$ cat config.mk
export PLATFORM = sky130hd
export DESIGN_NAME = stopwatch_ctrl
export DESIGN_NICKNAME = d
export VERILOG_FILES = /design/src/rtl/stopwatch_pkg.sv /design/src/rtl/stopwatch_ctrl_bcd_digit.sv /design/src/rtl/stopwatch_ctrl.sv
export SDC_FILE = /design/constraint.sdc
export NUM_CORES = 1
export LEC_CHECK = 0
export CAP_MARGIN = 20
export CORE_ASPECT_RATIO = 1.1
export CORE_UTILIZATION = 25
export DETAILED_ROUTE_END_ITERATION = 10
export MAX_ROUTING_LAYER = met4
export PLACE_DENSITY = 0.46
export SYNTH_ARGS = -nofsm -noshare
export SYNTH_HDL_FRONTEND = slang
export SYNTH_HIERARCHICAL = 1
export SYNTH_SLANG_ARGS = --single-unit
$ cat constraint.sdc
create_clock -name sys_clk -period 7.2 [get_ports sys_clk]
set_clock_uncertainty 0.15 [all_clocks]
set_input_delay 1.44 -clock sys_clk [delete_from_list [all_inputs] [get_ports sys_clk]]
set_output_delay 1.44 -clock sys_clk [all_outputs]
set_load 0.03 [all_outputs]
$ cat src/rtl/stopwatch_pkg.sv
// Shared types and constants for the stopwatch time-base controller.
package stopwatch_pkg;

    typedef enum logic [1:0] {
        IDLE  = 2'd0,
        RUN   = 2'd1,
        PAUSE = 2'd2
    } state_t;

    localparam logic [3:0]  BCD_MAX    = 4'd9;
    localparam int unsigned NUM_DIGITS = 4;

endpackage

$ cat src/rtl/stopwatch_ctrl_bcd_digit.sv
// Single BCD digit: counts 0..9 on inc, wraps 9 -> 0, clears on clr.
module bcd_digit
    import stopwatch_pkg::*;
(
    input  logic       sys_clk,
    input  logic       sys_rst,
    input  logic       clr,
    input  logic       inc,
    output logic [3:0] q,
    output logic       is9
);

    assign is9 = (q == BCD_MAX);

    // Digit register; clear wins over increment.
    always_ff @(posedge sys_clk) begin
        if (sys_rst || clr) begin
            q <= '0;
        end else if (inc) begin
            q <= is9 ? '0 : q + 4'd1;
        end
    end

endmodule

$ cat src/rtl/stopwatch_ctrl.sv
// Run/pause/clear controller: button edge detect, FSM, gated prescaler
// and a cascaded 4-digit BCD counter with per-digit carry enables.
module stopwatch_ctrl
    import stopwatch_pkg::*;
#(
    parameter int unsigned TICK_DIV = 50_000_000,
    parameter bit          WRAP     = 1'b1
) (
    input  logic        sys_clk,
    input  logic        sys_rst,
    input  logic        start_stop,
    input  logic        clear,
    output logic        tick,
    output logic [2:0]  en,
    output logic [15:0] cnt,
    output logic        running,
    output logic        ovf
);

    localparam int unsigned     DIV_W    = (TICK_DIV > 1) ? $clog2(TICK_DIV) : 1;
    localparam logic [DIV_W-1:0] DIV_LAST = DIV_W'(TICK_DIV - 1);

    state_t                  state;
    logic [DIV_W-1:0]        div;
    logic                    ss_q;
    logic                    clr_q;
    logic                    ss_rise;
    logic                    clr_rise;
    logic [NUM_DIGITS:0]     carry;
    logic [NUM_DIGITS-1:0]   inc;
    logic [NUM_DIGITS-1:0]   is9;
    logic                    full;
    logic                    sat;

    assign ss_rise  = start_stop & ~ss_q;
    assign clr_rise = clear & ~clr_q;
    assign running  = (state == RUN);
    assign tick     = (state == RUN) && (div == DIV_LAST);

    // Ripple carry: carry[k] is the increment request into digit k.
    always_comb begin
        carry    = '0;
        carry[0] = tick;
        for (int unsigned k = 0; k < NUM_DIGITS; k++) begin
            carry[k+1] = carry[k] & is9[k];
        end
    end

    assign en   = carry[NUM_DIGITS-1:1];
    assign full = carry[NUM_DIGITS];
    // In saturate mode a tick at 9999 must leave every digit untouched.
    assign sat  = full & ~WRAP;
    assign inc  = carry[NUM_DIGITS-1:0] & {NUM_DIGITS{~sat}};

    // Button history for rising-edge detection.
    always_ff @(posedge sys_clk) begin
        if (sys_rst) begin
            ss_q  <= 1'b0;
            clr_q <= 1'b0;
        end else begin
            ss_q  <= start_stop;
            clr_q <= clear;
        end
    end

    // Control FSM and sticky overflow flag.
    always_ff @(posedge sys_clk) begin
        if (sys_rst || clr_rise) begin
            state <= IDLE;
            ovf   <= 1'b0;
        end else begin
            case (state)
                IDLE: begin
                    if (ss_rise) state <= RUN;
                end
                RUN: begin
                    if (full) ovf <= 1'b1;
                    if (ss_rise || sat) state <= PAUSE;
                end
                PAUSE: begin
                    if (ss_rise) state <= RUN;
                end
                default: state <= IDLE;
            endcase
        end
    end

    // Prescaler: counts in RUN, frozen in PAUSE, zero in IDLE.
    always_ff @(posedge sys_clk) begin
        if (sys_rst || clr_rise || state == IDLE) begin
            div <= '0;
        end else if (state == RUN) begin
            div <= (div == DIV_LAST) ? '0 : div + DIV_W'(1);
        end
    end

    for (genvar g = 0; g < NUM_DIGITS; g++) begin : g_digit
        bcd_digit u_digit (
            .sys_clk (sys_clk),
            .sys_rst (sys_rst),
            .clr     (clr_rise),
            .inc     (inc[g]),
            .q       (cnt[4*g +: 4]),
            .is9     (is9[g])
        );
    end

endmodule
==> flow_summary.ini <==
[placement]
place_hpwl_um = 3467
gp_congestion = 0.7455
io_buffers = 25
pre_cts_ws_ns = 2.975

[critical_path]
required_ns = 5.61
start_kind = flip-flop
critPathSlowestCell = clkdlybuf4s50_1
ff2ff_path_depth = 8
max_stage_delay_ns = 0.70
crit_path_end_kind = output port
path_class = reg -> out
crit_family = simple AND/OR/NAND/NOR gates
worst-path-buf-inv = 2
cp.depth = 6
arrival_ns = 2.95
cp_max_fo = 7
crit_path_cell_trace = nor2b_1 > nand3_1 > or4_4 > inv_1 > and2_1 > clkdlybuf4s50_1

[clock_tree]
cts_tree = done
cts.reportedPaths.clkPinSlew_ns = 0.09
clock-root-buffer = clkbuf_8
htreeDepth = 2
cts_resized = 0
clkLatencyLatePin_ns = 0.30
cts_hold_buffers = 0
clockBufferDepth = 2
cts.sinks = 47
cts_inserted_buffers = 5
postCtsSetupBuffers = 0

[timing]
drv_slew = 0
min_period_ns = 4.545
slew_headroom_pct = 55.42
rsz0062_at_grt = false
finalWorstSetupSlack_ns = 2.655
holdWs_ns = 0.3284
layout_worst_path_cycle_share_pct = 63.12
finalSetupTns_ns = 0
max_slew.worst_pin.slew_ns = 0.6663
finalSetupViolCount = 0
hold_viol_final = 0
max_freq_mhz = 220.0

[synth]
ys_ff_latch = 47
synth_fp_nets = 265
synth-main-ff-cell = dfxtp_1
synthArstFlopShare_pct = 0
synthesis.area_mm2 = 0.002277
synth_top_family_by_area = simple AND/OR/NAND/NOR gates
synthAdderAreaFrac_pct = 0.5495
synth_area_per_cell_um2 = 8.758
synth_area_leaders = dfxtp_1 (41%), xnor2_1 (7.7%), nand2_1 (5.3%)
synth.largest_area_cell = dfxtp_1
synth_edf_count = 0
synth-simple-area-share_pct = 33.08
synth.area.mux_share_pct = 1.978
ys_seq_area_share_pct = 41.32
synth_compound_area_share_pct = 8.736
synth-xor-area-share_pct = 11.15
syn_inst = 260
yosysTopAreaCellShare_pct = 41.32
yosysUniqueCellTypes = 43
ys.warnings.count = 6

[die]
fp-row-count = 36
die_h_um = 102.1
coreArea_mm2 = 0.008874
die_width_um = 93
ios = 26
dieArea_mm2 = 0.009495
start_util_pct = 25.66

[run_status]
status = finished, final reports clean

[job]
max-cap-violations = 0

[finish]
utilization_pct = 30.82
multi_input_area_mm2 = 0.001264
seq_area_um2 = 940.9
area_delta_synth_final_pct = 20.11
nNetsFinal = 293
drive_gt1_share_pct = 12.46
n_antenna_cell = 0
nFillCells = 923

[route]
totalWireLength_um = 5072
drc_errors = 0
postRouteAntennaNets = 0
vias_per_cell = 4.653
vias = 1875
first_iter_violations = 69
firstDrtPassIters = 4
wl_per_cell_um = 12.59

[worst_hold_path]
hold_depth = 2
hold_class = reg -> reg

[global_route]
grt_pass1_vias = 1870
grt_pass1_wl_um = 8714
grt_max_degree = 25
grt_usage_pct = 11.78
overflow = 0
antenna_found_initial = 0

[power]
ir_drop_mv = 0.06611
p_leak_nw = 0.7800
report.power.total_w = 0.0004521
power.density_mw_per_mm2 = 165.3
-- worst reg2reg max path, cell delays in order (launching register included) --
cell	delay (ns)
dfxtp_1	0.40
nor2b_1	0.42
nand3_1	0.14
or4_4	0.53
inv_1	0.20
and2_1	0.26
nand2_1	0.13
a211o_2	0.29
a21boi_2	0.10
-- power by group --
group,switching (W),internal [W]
sequential,0.000000633,0.000261
combinational,0.00000878,0.00000512
clock,0.0000894,0.0000875
total,0.0000988,0.000353
-- routing by layer --
metal,track usage (%),up-vias,share of wire (%)
li1,-,965,-
met4,3.550,0,1.0
met1,14.46,870,49
met5,-,-,0
met3,2.455,5,3.9
met2,19.46,35,46
-- per-stage QoR --
stage | cells | area (um^2)
after floorplan | 260 | 2277
after global placement | 395 | 2631
after detailed placement | 395 | 2631
after CTS | 403 | 2735
after global routing | 403 | 2735
final | 403 | 2735
-- layout by cell type, fill, tap and decap left out, types with 7 or more instances in the layout --
| cell type | instances |
|---|---|
| xnor2_1 | 20 |
| a21oi_1 | 8 |
| xor2_1 | 9 |
| nor2_1 | 32 |
| nand2_1 | 32 |
| nand4_1 | 11 |
| nor3_1 | 14 |
| clkbuf_8 | 7 |
| dfxtp_1 | 47 |
| inv_1 | 7 |
| clkdlybuf4s50_1 | 25 |
-- final cells by class --
type,instances,share of cell area [%]
timing repair buffer,26,9.424
clock buffer,7,3.522
multi-input combinational,201,46.20
inverter,7,0.9607
tap,114,5.215
sequential,47,34.40
clock inverter,1,0.2745
-- state kept, by name (all words and copies together), names as in the netlist --
| register | flops |
|---|---|
| div | 26 |
| g_digit.u_digit/q | 16 |
| state | 2 |
| clr_q | 1 |
| ovf | 1 |
| ss_q | 1 |
-- path summary, 6_finish.rpt --
check	start	to	slack, ns
max	state[0]$_SDFFE_PP0P_	en[0]	2.66
min	ovf$_SDFFE_PP0P_	ovf$_SDFFE_PP0P_	0.33
max reg2reg	state[0]$_SDFFE_PP0P_	g_digit[1].u_digit/q[1]$_SDFFE_PP0P_	4.52
min reg2reg	ovf$_SDFFE_PP0P_	ovf$_SDFFE_PP0P_	0.33
-- cells by family after synthesis --
logic type / after synthesis
and+or+nand+nor: 139
DFF: 47
xor gates and xnor gates: 29
AOI/OAI and AO/OA: 28
buffers and inverters: 12
muxes: 4
adders and majority gates: 1
-- synth_stat cells (3+ instances only) --
| master | number |
|---|---|
| and3_1 | 4 |
| nor4_1 | 6 |
| mux2_2 | 4 |
| nor3_1 | 14 |
| nand3_1 | 5 |
| xnor2_1 | 20 |
| nor2_1 | 32 |
| a211o_2 | 4 |
| xor2_1 | 9 |
| inv_1 | 7 |
| o22ai_1 | 5 |
| nor2b_1 | 6 |
| a21oi_1 | 8 |
| and4bb_2 | 4 |
| dfxtp_1 | 47 |
| nand4_1 | 11 |
| o21ai_0 | 4 |
| nand2_1 | 32 |
| or3_1 | 3 |
| a21boi_2 | 4 |
| nand3_2 | 4 |
| nor2_2 | 3 |
Power figures use the tool's default switching activity.
